`config.mk`:
```
export PLATFORM = sky130hd
export DESIGN_NAME = mem_stream_src_flat
export DESIGN_NICKNAME = d
export VERILOG_FILES = /design/src/rtl/mem_stream_src_if.sv /design/src/rtl/mem_stream_src.sv /design/src/flat_wrapper.sv
export SDC_FILE = /design/constraint.sdc
export NUM_CORES = 1
export LEC_CHECK = 0
export CORE_MARGIN = 1
export CORE_UTILIZATION = 45
export CTS_CLUSTER_DIAMETER = 40
export DETAILED_ROUTE_END_ITERATION = 7
export GPL_TIMING_DRIVEN = 1
export HOLD_SLACK_MARGIN = 0.02
export PLACE_DENSITY = 0.73
export RECOVER_POWER = 50
export SLEW_MARGIN = 20
export SYNTH_ARGS = -nofsm -noshare
export SYNTH_HDL_FRONTEND = slang
export SYNTH_SLANG_ARGS = --single-unit
```
`constraint.sdc`:
```
create_clock -name clk -period 7.05 [get_ports clk]
set_clock_uncertainty 0.05 [all_clocks]
set_input_delay 1.7625 -clock clk [delete_from_list [all_inputs] [get_ports clk]]
set_output_delay 1.7625 -clock clk [all_outputs]
set_load 0.03 [all_outputs]
```
`src/rtl/mem_stream_src_if.sv`:
```
// rtl/mem_stream_src_if.sv - packet stream bundle between mem_stream_src and a memory-dump sink
interface mem_stream_src_if;
    logic signed [31:0] tdata;
    logic [3:0]         tkeep;
    logic               tlast;
    logic               tvalid;
    logic               tready;

    modport master (
        output tdata,
        output tkeep,
        output tlast,
        output tvalid,
        input  tready
    );

    modport slave (
        input  tdata,
        input  tkeep,
        input  tlast,
        input  tvalid,
        output tready
    );
endinterface

```
`src/rtl/mem_stream_src.sv`:
```
// rtl/mem_stream_src.sv - replays a small word buffer as one stream packet (optional MEM_SRC_RAMP_EN)
module mem_stream_src #(
    parameter int DEPTH = 16,
    parameter int AW    = 4
) (
    input  logic                 clk,
    input  logic                 reset,
    input  logic                 wr_en,
    input  logic [AW-1:0]        wr_addr,
    input  logic signed [31:0]   wr_data,
    input  logic                 start,
    input  logic [AW:0]          burst_len,
`ifdef MEM_SRC_RAMP_EN
    input  logic                 ramp_sel,
`endif
    output logic                 busy,
    output logic                 done,
    mem_stream_src_if.master     m_axis_mem
);

    typedef enum logic [1:0] {
        IDLE = 2'd0,
        SEND = 2'd1,
        DONE = 2'd2
    } state_t;

    localparam logic [AW:0] LEN_MAX = (AW+1)'(DEPTH);
    localparam logic [AW:0] LEN_ONE = (AW+1)'(1);

    state_t             state_q, state_d;
    logic signed [31:0] tdata_q, tdata_d;
    logic               tvalid_q, tvalid_d;
    logic               tlast_q, tlast_d;
    logic [AW:0]        idx_q, idx_d;
    logic [AW:0]        len_q, len_d;
    logic [AW:0]        idx_nxt;
    logic [AW:0]        start_len;
    logic               start_ramp;
    logic               ramp_q;

    logic signed [31:0] mem_q [DEPTH];

    assign busy = (state_q == SEND);
    assign done = (state_q == DONE);

    assign m_axis_mem.tdata  = tdata_q;
    assign m_axis_mem.tkeep  = 4'hf;
    assign m_axis_mem.tlast  = tlast_q;
    assign m_axis_mem.tvalid = tvalid_q;

    // Buffer is deliberately outside reset so a loaded pattern survives a reset pulse.
    always_ff @(posedge clk) begin
        if (wr_en && !busy) begin
            mem_q[wr_addr] <= wr_data;
        end
    end

`ifdef MEM_SRC_RAMP_EN
    assign start_ramp = ramp_sel;

    always_ff @(posedge clk or negedge reset) begin
        if (!reset) begin
            ramp_q <= 1'b0;
        end else if (state_q == IDLE && start) begin
            ramp_q <= ramp_sel;
        end
    end
`else
    assign start_ramp = 1'b0;
    assign ramp_q     = 1'b0;
`endif

    assign start_len = (burst_len > LEN_MAX) ? LEN_MAX : burst_len;
    assign idx_nxt   = idx_q + LEN_ONE;

    always_ff @(posedge clk or negedge reset) begin
        if (!reset) begin
            state_q  <= IDLE;
            tdata_q  <= '0;
            tvalid_q <= 1'b0;
            tlast_q  <= 1'b0;
            idx_q    <= '0;
            len_q    <= '0;
        end else begin
            state_q  <= state_d;
            tdata_q  <= tdata_d;
            tvalid_q <= tvalid_d;
            tlast_q  <= tlast_d;
            idx_q    <= idx_d;
            len_q    <= len_d;
        end
    end

    always_comb begin
        state_d  = state_q;
        tdata_d  = tdata_q;
        tvalid_d = tvalid_q;
        tlast_d  = tlast_q;
        idx_d    = idx_q;
        len_d    = len_q;

        unique case (state_q)
            IDLE: begin
                if (start && burst_len != '0) begin
                    len_d    = start_len;
                    idx_d    = '0;
                    tdata_d  = start_ramp ? 32'sd0 : mem_q[0];
                    tvalid_d = 1'b1;
                    tlast_d  = (start_len == LEN_ONE);
                    state_d  = SEND;
                end
            end
            SEND: begin
                // tvalid is always high here, so tready alone marks a transfer.
                if (m_axis_mem.tready) begin
                    if (tlast_q) begin
                        tvalid_d = 1'b0;
                        tlast_d  = 1'b0;
                        state_d  = DONE;
                    end else begin
                        idx_d   = idx_nxt;
                        tdata_d = ramp_q ? 32'(idx_nxt) : mem_q[idx_nxt[AW-1:0]];
                        tlast_d = (idx_nxt == len_q - LEN_ONE);
                    end
                end
            end
            DONE: begin
                state_d = IDLE;
            end
            default: begin
                state_d = IDLE;
            end
        endcase
    end

endmodule

```
`src/flat_wrapper.sv`:
```
// flat-port wrapper written by rule: the top's interface ports become plain ports
module mem_stream_src_flat 
#(
    parameter int DEPTH = 16,
    parameter int AW    = 4
)
  (clk, reset, wr_en, wr_addr, wr_data, start, burst_len, busy, done, m_axis_mem_tdata, m_axis_mem_tkeep, m_axis_mem_tlast, m_axis_mem_tvalid, m_axis_mem_tready);
  mem_stream_src_if m_axis_mem_i ();
  input  logic clk;
  input  logic reset;
  input  logic wr_en;
  input  logic [AW-1:0] wr_addr;
  input  logic signed [31:0] wr_data;
  input  logic start;
  input  logic [AW:0] burst_len;
  output logic busy;
  output logic done;
  output wire logic [$bits(m_axis_mem_i.tdata)-1:0] m_axis_mem_tdata;
  output wire logic [$bits(m_axis_mem_i.tkeep)-1:0] m_axis_mem_tkeep;
  output wire logic [$bits(m_axis_mem_i.tlast)-1:0] m_axis_mem_tlast;
  output wire logic [$bits(m_axis_mem_i.tvalid)-1:0] m_axis_mem_tvalid;
  input wire logic [$bits(m_axis_mem_i.tready)-1:0] m_axis_mem_tready;
  assign m_axis_mem_tdata = m_axis_mem_i.tdata;
  assign m_axis_mem_tkeep = m_axis_mem_i.tkeep;
  assign m_axis_mem_tlast = m_axis_mem_i.tlast;
  assign m_axis_mem_tvalid = m_axis_mem_i.tvalid;
  assign m_axis_mem_i.tready = m_axis_mem_tready;
  mem_stream_src #(.DEPTH(DEPTH), .AW(AW)) u_core (.clk(clk), .reset(reset), .wr_en(wr_en), .wr_addr(wr_addr), .wr_data(wr_data), .start(start), .burst_len(burst_len), .busy(busy), .done(done), .m_axis_mem(m_axis_mem_i));
endmodule
```
==> reports/summary.md, run 1 <==
- fill cell instance count of the final layout: 3495
- worst reg2reg path startpoint: u_core.idx_q[0]$_DFFE_PN0P_
- largest net degree at the start of global routing: 105
- violations in the final reports: capacitance limit, slew limit
- post-detailed-routing wire length: 46.3 mm
- die extent in x: 221 um
- Die ar.: 0.0489 sq mm
- cell family contributing the most delay on the critical path: buffers and inverters
- startpoint type of the worst setup path: primary input
- CP Data Arrival Time: 4170 ps
- setup TNS: 0 ps
- post-route fraction of the period consumed by the critical path: 66.8%
- post-CTS sizing: 0
- Worst R2R Setup Slack: 3260 ps
- DRT iter0 DRCs: 1095
- Synth Area per Inst: 20.8 sq um
- via density per instance: 5.97
- buffers and inverters on the worst path: 2
- effective utilization at floorplan: 46.0%
- Crit. End Element: asynchronous set/reset pin
- DIE HEIGHT: 221 um
- Cell Int Power: 6.79 mW
- antenna violations before repair: 2
- number of failing hold endpoints at the final stage: 0
- share of total power in combinational logic: 26.9%
- estimated wirelength of the detail-placed design: 23.9 mm
- final-report max-slew violation count: 83
- DRC viols: 0
- Final Setup Violations: 0
- met3 WL post-DR: 3.22 mm
- clock tree root buffer cell: clkbuf_16
- static leakage: 8.04 nW
- critical path launch point: reset
- delay of the slowest cell on the worst path: 2290 ps
- sw power: 2.84 mW
- placer congestion estimate: 0.751
- number of top-level design ports: 86
- proportion of synthesized chip area in sequential cells: 76.4%
- final worst hold slack: 443 ps
- worst path cell trace: buf_2, clkbuf_1
- number of nets in the finished design: 1200
- area used by multi-input combinational logic: 0.00487 sq mm
- total grt overflow: 0
- TritonCTS clock tree: built
- part of the total power dissipated in the clock network: 32.1%
- total placed cells including tap cells: 1697
- FF-to-FF End: u_core.m_axis_mem.tdata[11]$_DFFE_PN0P_
- Core Footprint: 0.0470 sq mm
- number of buffers inserted by hold repair at cts: 0
- cell area after synthesis: 0.0216 sq mm
- max cap viols: 2
- synthesized instance count: 1040
- clock transition time at the flip-flop clock pins of the worst setup and hold paths: 60 ps
- minimum clock period: 4710 ps
- H-tree lvl count: 2
- post-route non-filler standard cell count: 1811
- first-pass GRT wire length: 70.5 mm
- standard-cell row count: 79
- number of enable flip-flop cells after synthesis: 512
- vias post-DR: 10803
- metal2 WL: 22.4 mm
- highest net fanout along the worst path: 46
- number of buffers inserted during clock tree synthesis: 60
- critical setup path kind: in2async
- end point of the critical path: u_core.idx_q[0]$_DFFE_PN0P_
- post-synthesis sequential element count: 558
- TritonCTS Sinks: 558
- result of the run: finished with violations
- buffers added on ports: 81
- Area growth syn-to-layout: 16.7%
- Max-slew headroom: -118%
- wl on met1: 19.8 mm
- number of cells on the worst reg-to-reg path: 6
- share of synthesized registers carrying an async set or reset: 8.24%
- worst hold-check path type: reg2reg
- total area of sequential cells: 0.0165 sq mm
- number of global-route vias before repair: 11324
- pre-CTS WS: 2740 ps
- Slowest cell on crit path: clkbuf_1
- sequential share of power: 40.9%
- worst supply voltage drop on vdd: 0.000242 V
- proportion of layout cells with a drive suffix above 1: 23.0%
- Max Fclk: 0.212 GHz
- RSZ-0062 raised after global routing: no
- DRT Pass-1 Iters: 5
- all-layer global routing usage: 19.3%
- clock latency reported for the late side of the worst-skew pair: 600 ps
- Synth Warn #: 0
- setup fix buffers added after clock tree synthesis: 0
- Wirelength per Cell: 25.6 um
- CTS Buffer Depth: 3
- PnR worst setup slack: 2340 ps
- critical path depth: 2
- number of library cell types mapped by synthesis: 46
- Top Layer Used: met4
- number of antenna-violating nets in the routed design: 0
- Slew @ Worst Pin: 3270 ps
- PD cells: 382 mW/mm^2
- net switching fraction of the power: 29.5%
- worst endpoint required time: 6510 ps
- most used flip-flop cell after synthesis: edfxtp_1
==> sequential cells by signal, summed over array words and instances (netlist names) <==
| register | flops |
|---|---|
| u_core.idx_q | 5 |
| u_core.len_q | 5 |
| u_core.m_axis_mem.tdata | 32 |
| u_core.m_axis_mem.tlast | 1 |
| u_core.m_axis_mem.tvalid | 1 |
| u_core.mem_q | 512 |
| u_core.state_q | 2 |
==> power groups by stage <==
stage	clock network [mW]	registers [mW]	logic (mW)
floorplan	0	4.09	1.77
global placement	0	4.01	2.59
detailed placement	0	4.02	2.63
CTS	3.15	3.95	2.65
global route	3.26	3.97	2.79
finish	3.10	3.94	2.60
==> layout make-up <==
class | count | share of cell area, %
Antenna cell | 2 | 0.0198
Clock buffer | 82 | 6.52
Clock inverter | 30 | 1.36
Inverter | 3 | 0.0496
Multi-Input combinational cell | 417 | 19.3
Sequential cell | 558 | 65.5
Tap cell | 607 | 3.01
Timing Repair Buffer | 112 | 4.20
==> placed cells by master, fill, tap and decap left out, types with 33 or more instances in the layout <==
cell / instances
a21oi_1: 33
dlygate4sd3_1: 35
edfxtp_1: 512
mux4_2: 128
clkbuf_16: 61
dfrtp_1: 45
clkdlybuf4s50_1: 45
==> logic make-up after synthesis <==
group	count (synthesis)	share of synthesized area, %
flip-flops	558	76.4
AO/OA/AOI/OAI	143	4.49
multiplexers	129	13.4
AND/OR/NAND/NOR	127	3.35
buffers and inverters	68	1.67
XOR/XNOR	12	0.521
adder cells (fa/ha/maj)	2	0.116
other	1	0.0173
==> layer usage <==
layer,vias to the layer above,track usage [%]
met5,-,0
met4,0,5.55
met3,74,3.03
met2,453,31.3
met1,5718,27.4
li1,4558,-
==> metrics by stage <==
| stage | total power, mW | instance area, sq um | util, % |
|---|---|---|---|
| floorplan | 5.86 | 21600 | - |
| global placement | 6.60 | 23200 | 49.5 |
| detailed placement | 6.65 | 23300 | 49.6 |
| CTS | 9.75 | 25300 | 53.8 |
| global route | 10.0 | 25200 | 53.7 |
| finish | 9.64 | 25200 | 53.7 |
==> worst min path at each step <==
stage | start | cells after the start | end | slack [ps]
2_1_floorplan | u_core.len_q[4]$_DFFE_PN0P_ | 2 | u_core.len_q[4]$_DFFE_PN0P_ | 420
3_3_place_gp | u_core.m_axis_mem.tdata[31]$_DFFE_PN0P_ | 2 | u_core.m_axis_mem.tdata[31]$_DFFE_PN0P_ | 420
3_5_place_dp | u_core.m_axis_mem.tdata[13]$_DFFE_PN0P_ | 2 | u_core.m_axis_mem.tdata[13]$_DFFE_PN0P_ | 440
4_1_cts | u_core.m_axis_mem.tdata[13]$_DFFE_PN0P_ | 2 | u_core.m_axis_mem.tdata[13]$_DFFE_PN0P_ | 450
5_1_grt | u_core.m_axis_mem.tvalid$_DFFE_PN0P_ | 2 | u_core.m_axis_mem.tvalid$_DFFE_PN0P_ | 470
6_report | u_core.m_axis_mem.tdata[13]$_DFFE_PN0P_ | 2 | u_core.m_axis_mem.tdata[13]$_DFFE_PN0P_ | 440
==> synthesized netlist by cell type (2+ instances only) <==
cell type | count | area (sq um)
o21ai_0 | 10 | 50.1
o21ai_1 | 28 | 140
and2_1 | 32 | 200
and3_1 | 32 | 200
dfrtp_1 | 46 | 1150
buf_6 | 6 | 67.6
buf_2 | 20 | 100
a21oi_1 | 33 | 165
xor2_1 | 2 | 17.5
ha_1 | 2 | 25.0
nor2_1 | 16 | 60.1
edfxtp_1 | 512 | 15400
nand2_1 | 22 | 82.6
buf_4 | 9 | 67.6
clkbuf_1 | 27 | 101
nand3b_1 | 4 | 30.0
mux4_2 | 128 | 2880
nand4b_1 | 2 | 17.5
a211oi_1 | 32 | 240
nor2b_1 | 2 | 12.5
xnor2_1 | 9 | 78.8
buf_1 | 2 | 7.51
nor3_1 | 5 | 25.0
nand3_1 | 2 | 10.0
o221ai_1 | 32 | 280
nand2b_1 | 3 | 18.8
nand4_1 | 2 | 12.5
inv_1 | 2 | 7.51
No activity file was read; power rests on OpenSTA's default activity.
==> run 2, diff against run 1 <==
==> constraint.sdc (replaced) <==
create_clock -name clk -period 4.35 [get_ports clk]
set_clock_uncertainty 0.05 [all_clocks]
set_input_delay 1.0875 -clock clk [delete_from_list [all_inputs] [get_ports clk]]
set_output_delay 1.0875 -clock clk [all_outputs]
set_load 0.03 [all_outputs]
==> run 2 against run 1 <==
The run still ends with capacitance limit, slew limit left. Sequential share of layout area fell by 1.2 points. Cell count increased by 1.3%. First-iteration DRC count shrank 3.9%. Critical endpoint is now u_core.m_axis_mem.tdata[31]$_DFFE_PN0P_. Largest cell class unchanged. Highest routed layer unchanged.
==> reports/summary.md, run 2 (same netlist as run 1, synthesis figures left out) <==
- number of cells on the worst reg-to-reg path: 4, -2
- number of buffers inserted by hold repair at cts: 0, unchanged
- number of top-level design ports: 86, unchanged
- final-report max-slew violation count: 98, +18%
- worst reg2reg path startpoint: u_core.state_q[1]$_DFFE_PN0P_
- sequential share of power: 38.8%, -2.1 points
- estimated wirelength of the detail-placed design: 26.2 mm, +9.9%
- CTS Buffer Depth: 3, unchanged
- H-tree lvl count: 3, +1
- die extent in x: 221 um, unchanged
- Worst R2R Setup Slack: 850 ps, -2410 ps
- post-CTS sizing: 0, unchanged
- first-pass GRT wire length: 73.1 mm, +3.7%
- TritonCTS Sinks: 558, unchanged
- vias post-DR: 11025, +2.1%
- number of failing hold endpoints at the final stage: 0, unchanged
- PnR worst setup slack: 611 ps, -1730 ps
- number of buffers inserted during clock tree synthesis: 69, +15%
- max cap viols: 4, +2
- worst endpoint required time: 4810 ps, -1700 ps
- number of cells on the worst hold path: 2, unchanged
- flip-flop count of the largest register after layout: 512, unchanged
- all-layer global routing usage: 20.3%, +0.99 points
- post-detailed-routing wire length: 49.0 mm, +5.8%
- worst supply voltage drop on vdd: 0.000394 V, +63%
- post-route non-filler standard cell count: 1834, +1.3%
- part of the total power dissipated in the clock network: 34.8%, +2.7 points
- static leakage: 8.26 nW, +2.7%
- number of antenna-violating nets in the routed design: 0, unchanged
- pre-CTS WS: 735 ps, -2010 ps
- highest net fanout along the worst path: 35, -24%
- Max Fclk: 0.267 GHz
- sw power: 4.95 mW, +74%
- number of global-route vias before repair: 11531, +1.8%
- post-route fraction of the period consumed by the critical path: 86.0%
- Crit. End Element: flip-flop
- placer congestion estimate: 0.750, -0.17%
- largest net degree at the start of global routing: 75, -29%
- clock latency reported for the late side of the worst-skew pair: 600 ps, about the same
- DIE HEIGHT: 221 um, unchanged
- DRT Pass-1 Iters: 5, unchanged
- Final Setup Violations: 0, unchanged
- post-route core utilization: 54.7%, +0.96 points
- violations in the final reports: capacitance limit, slew limit
- proportion of layout cells with a drive suffix above 1: 24.8%, +1.9 points
- RSZ-0062 raised after global routing: no
- FF-to-FF End: u_core.mem_q[11][22]$_DFFE_PP_
- commonest cells after routing, fill and taps aside: 512 x edfxtp_1, 128 x mux4_2, 70 x clkbuf_16, 47 x clkdlybuf4s50_1, 45 x dfrtp_1
- PD cells: 642 mW/mm^2, +68%
- register ranked first by flip-flop count: u_core.mem_q
- buffers added on ports: 81, unchanged
- critical setup path kind: in2reg
- total grt overflow: 0, unchanged
- most common cell after layout, fill and taps aside: edfxtp_1
- result of the run: finished with violations
- total placed cells including tap cells: 1706, +0.53%
- DRC viols: 0, unchanged
- Core Footprint: 0.0470 sq mm, unchanged
- standard-cell row count: 79, unchanged
- Cell Int Power: 11.5 mW, +70%
- fill cell instance count of the final layout: 3439, -1.6%
- number of nets in the finished design: 1218, +1.5%
- worst hold-check path type: reg2reg
- CP Data Arrival Time: 4200 ps, +30 ps
- effective utilization at floorplan: 46.0%, unchanged
- net switching fraction of the power: 30.0%, +0.57 points
- Wirelength per Cell: 26.7 um, +4.5%
- share of total power in combinational logic: 26.4%, -0.5 points
- power consumption: 16.5 mW, +71%
- WHS Endpoint: u_core.m_axis_mem.tdata[13]$_DFFE_PN0P_
- Slew @ Worst Pin: 2270 ps, -997 ps
- startpoint type of the worst setup path: primary input
- via density per instance: 6.01, +0.78%
- TritonCTS clock tree: built
- DRT iter0 DRCs: 1052, -3.9%
- clock transition time at the flip-flop clock pins of the worst setup and hold paths: 60 ps, about the same
- Die ar.: 0.0489 sq mm, unchanged
- antenna violations before repair: 2, unchanged
- Hold Path Origin: u_core.m_axis_mem.tdata[13]$_DFFE_PN0P_
- Area growth syn-to-layout: 18.8%
- minimum clock period: 3740 ps
- setup TNS: 0 ps, unchanged
- setup fix buffers added after clock tree synthesis: 0, unchanged
- Max-slew headroom: -51.4%, +66 points
- clock tree root buffer cell: clkbuf_16
## run 2: cell count changes in the layout (fill, tap and decap cells not counted), sizes merged
cell,delta
buf,+9
clkinvlp,+2
inv,+7
clkdlybuf4s50,+2
dlygate4sd3,-2
bufinv,+1
clkinv,+4
## run 2: worst max-delay path, cell delays in order
cell and delay [ps]:
clkdlybuf4s50_1 470, nor3b_4 350, o21a_1 170, clkbuf_1 1620, and3_1 350, a21oi_1 50, o21ai_0 100
## run 2: worst max-delay path by stage
stage / from / end / cells past startpoint
finish: start / u_core.m_axis_mem.tdata[31]$_DFFE_PN0P_ / 7
global route: start / u_core.m_axis_mem.tdata[28]$_DFFE_PN0P_ / 7
CTS: u_core.state_q[1]$_DFFE_PN0P_ / busy / 3
detailed placement: wr_addr[1] / u_core.mem_q[12][10]$_DFFE_PP_ / 4
global placement: wr_addr[1] / u_core.mem_q[4][20]$_DFFE_PP_ / 4
floorplan: wr_addr[0] / u_core.mem_q[2][0]$_DFFE_PP_ / 2
## run 2: cell type report
| cell class | instances | area, sq um | share of cell area [%] |
|---|---|---|---|
| clock buffers | 82 | 1820 | 7.08 |
| well taps | 607 | 759 | 2.96 |
| multi-input cells | 417 | 4890 | 19.0 |
| clock inverters | 44 | 514 | 2.00 |
| flip-flops and latches | 558 | 16500 | 64.4 |
| diodes | 2 | 5.00 | 0.0195 |
| inverters | 3 | 12.5 | 0.0487 |
| repair buffers | 121 | 1150 | 4.47 |
## run 2: routing by layer
| metal | routed length [um] | GRT usage [%] | up-vias |
|---|---|---|---|
| met5 | 0 | 0 | - |
| met4 | 1050 | 6.74 | 0 |
| met3 | 4480 | 4.81 | 82 |
| met2 | 23600 | 32.1 | 546 |
| met1 | 19900 | 27.9 | 5784 |
| li1 | - | - | 4613 |
## run 2: through the flow
step,hold slack (ps),area (sq um)
5_1_grt,485,25700
3_5_place_dp,438,23400
6_report,440,25700
3_3_place_gp,431,23400
4_1_cts,450,25700
2_1_floorplan,417,21600
## run 2: power by group through the flow
stage	combinational [mW]	clock, mW	sequential, mW
2_1_floorplan	2.87	0	6.62
3_3_place_gp	4.30	0	6.49
3_5_place_dp	4.37	0	6.50
4_1_cts	4.40	5.80	6.40
5_1_grt	4.64	6.01	6.43
6_report	4.35	5.72	6.39
==> run 3, diff against run 2 <==
--- a/config.mk
+++ b/config.mk
@@ -7,7 +7,6 @@
 export LEC_CHECK = 0
 export CORE_MARGIN = 1
 export CORE_UTILIZATION = 45
-export CTS_CLUSTER_DIAMETER = 40
 export DETAILED_ROUTE_END_ITERATION = 7
 export GPL_TIMING_DRIVEN = 1
 export HOLD_SLACK_MARGIN = 0.02
==> run 3 against run 2 <==
The flow still finishes with violations (capacitance limit, slew limit). Critical path type unchanged. Highest routed layer unchanged. Total power is 6.7% lower. Clock power is 19% lower. Die area stayed put. Largest cell class unchanged. Critical endpoint is now u_core.m_axis_mem.tdata[2]$_DFFE_PN0P_. Cell area is 2.1% lower. Wire length is 3.2% lower. First-iteration DRC count is 3.7% higher.
==> reports/summary.md, run 3 (same netlist as run 1, synthesis figures left out) <==
- PD cells: 611 mW/mm^2, -4.7%
- Die ar.: 0.0489 sq mm, unchanged
- Wirelength per Cell: 26.2 um, -1.8%
- antenna violations before repair: 2, unchanged
- setup fix buffers added after clock tree synthesis: 0, unchanged
- post-route fraction of the period consumed by the critical path: 85.4%, -0.59 points
- total placed cells including tap cells: 1706, unchanged
- DIE HEIGHT: 221 um, unchanged
- max cap viols: 3, -1
- RSZ-0062 raised after global routing: no
- Final Setup Violations: 0, unchanged
- post-detailed-routing wire length: 47.4 mm, -3.2%
- first-pass GRT wire length: 71.0 mm, -2.9%
- estimated wirelength of the detail-placed design: 26.2 mm, unchanged
- CP Data Arrival Time: 4160 ps, -40 ps
- critical setup path kind: in2reg
- minimum clock period: 3710 ps, -25.7 ps
- most common cell after layout, fill and taps aside: edfxtp_1
- number of buffers inserted during clock tree synthesis: 54, -22%
- cell area after placement: 0.0234 sq mm, unchanged
- Slew @ Worst Pin: 2230 ps, -44.7 ps
- post-route non-filler standard cell count: 1807, -1.5%
- all-layer global routing usage: 19.6%, -0.68 points
- standard-cell row count: 79, unchanged
- startpoint type of the worst setup path: primary input
- buffers and inverters on the worst path: 2, unchanged
- register ranked first by flip-flop count: u_core.mem_q
- worst supply voltage drop on vdd: 0.000392 V, -0.41%
- summed area of non-filler cells in the final layout: 0.0251 sq mm, -2.1%
- number of top-level design ports: 86, unchanged
- result of the run: finished with violations
- proportion of layout cells with a drive suffix above 1: 23.5%, -1.3 points
- TritonCTS Sinks: 558, unchanged
- number of failing hold endpoints at the final stage: 0, unchanged
- violations in the final reports: capacitance limit, slew limit
- via density per instance: 5.94, -1.1%
- Max-slew headroom: -48.4%, +3.0 points
- setup TNS: 0 ps, unchanged
- flip-flop count of the largest register after layout: 512, unchanged
- number of nets in the finished design: 1203, -1.2%
- static leakage: 8.03 nW, -2.7%
- effective utilization at floorplan: 46.0%, unchanged
- final-report max-slew violation count: 85, -13%
- TritonCTS clock tree: built
- Slowest cell on crit path: clkbuf_1
- worst hold-check path type: reg2reg
- clock tree root buffer cell: clkbuf_16
- clock latency reported for the late side of the worst-skew pair: 590 ps, about the same
- cell family contributing the most delay on the critical path: buffers and inverters
- worst endpoint required time: 4800 ps, about the same
- DRC viols: 0, unchanged
- buffers added on ports: 81, unchanged
- number of antenna-violating nets in the routed design: 0, unchanged
- Worst R2R Setup Slack: 890 ps, +40 ps
- number of global-route vias before repair: 11184, -3.0%
- largest net degree at the start of global routing: 75, unchanged
- total grt overflow: 0, unchanged
- delay of the slowest cell on the worst path: 1580 ps, -40 ps
- number of buffers inserted by hold repair at cts: 0, unchanged
- Core Footprint: 0.0470 sq mm, unchanged
- Max Fclk: 0.269 GHz, +0.69%
- placer congestion estimate: 0.750, unchanged
- highest net fanout along the worst path: 35, unchanged
- worst path cell trace: clkdlybuf4s50_1, nor3b_4, o21a_1, clkbuf_1, and3_1, a21oi_1, o21ai_1
- H-tree lvl count: 2, -1
- commonest cells after routing, fill and taps aside: 512 x edfxtp_1, 128 x mux4_2, 54 x clkbuf_16, 47 x clkdlybuf4s50_1, 45 x dfrtp_1
- power consumption: 15.4 mW, -6.7%
- clock transition time at the flip-flop clock pins of the worst setup and hold paths: 60 ps, about the same
- DRT Pass-1 Iters: 5, unchanged
- CTS Buffer Depth: 3, unchanged
- die extent in x: 221 um, unchanged
- vias post-DR: 10739, -2.6%
- Area growth syn-to-layout: 16.2%
- Crit. End Element: flip-flop
- DRT iter0 DRCs: 1091, +3.7%
- post-CTS sizing: 0, unchanged
## run 3: cell count changes in the layout (fill, tap and decap cells not counted), sizes merged
cell,delta
inv,-10
diode,-1
bufinv,-1
clkbuf,-16
clkinvlp,-5
clkinv,+6
## run 3: final cells by class
cell class | instances | area, sq um
diodes | 1 | 2.50
clock buffers | 66 | 1480
clock inverters | 34 | 312
fillers | 3513 | 21800
inverters | 3 | 12.5
multi-input cells | 417 | 4890
flip-flops and latches | 558 | 16500
well taps | 607 | 759
repair buffers | 121 | 1150
## run 3: where the power goes
group	leakage (nW)	switching, mW	internal (mW)
clock	0.891	1.95	2.71
sequential	5.20	0.247	6.14
combinational	1.94	2.37	1.95
total	8.03	4.56	10.8
## run 3: layer usage
metal	track usage, %	share of wire, %	up-vias
li1	-	-	4556
met1	27.4	41	5659
met2	31.5	49	458
met3	4.34	8.2	66
met4	5.01	1.8	0
met5	0	0	-
## run 3: worst paths after layout
| path | start | to | depth (start not counted) |
|---|---|---|---|
| worst min register to register | u_core.m_axis_mem.tdata[13]$_DFFE_PN0P_ | u_core.m_axis_mem.tdata[13]$_DFFE_PN0P_ | 2 |
| worst min-delay path | u_core.m_axis_mem.tdata[13]$_DFFE_PN0P_ | u_core.m_axis_mem.tdata[13]$_DFFE_PN0P_ | 2 |
| max in group asynchronous | reset | u_core.m_axis_mem.tdata[27]$_DFFE_PN0P_ | 2 |
| worst max-delay path | start | u_core.m_axis_mem.tdata[2]$_DFFE_PN0P_ | 7 |
| min in group asynchronous | reset | u_core.len_q[0]$_DFFE_PN0P_ | 1 |
| worst max register to register | u_core.state_q[1]$_DFFE_PN0P_ | u_core.mem_q[11][27]$_DFFE_PP_ | 4 |
## run 3: metrics by stage
step / util, % / hold slack (ps) / setup slack, ps
after floorplan: - / 417 / 296
after global placement: 49.8 / 431 / 757
after detailed placement: 49.8 / 438 / 735
after CTS: 53.6 / 451 / 740
after global routing: 53.5 / 487 / 497
final: 53.5 / 442 / 636
## run 3: worst min-delay path, delay by kind of cell, from the launching register on
kind	cells	cell delay, ps
flip-flops	1	340
AO/OA/AOI/OAI	2	110
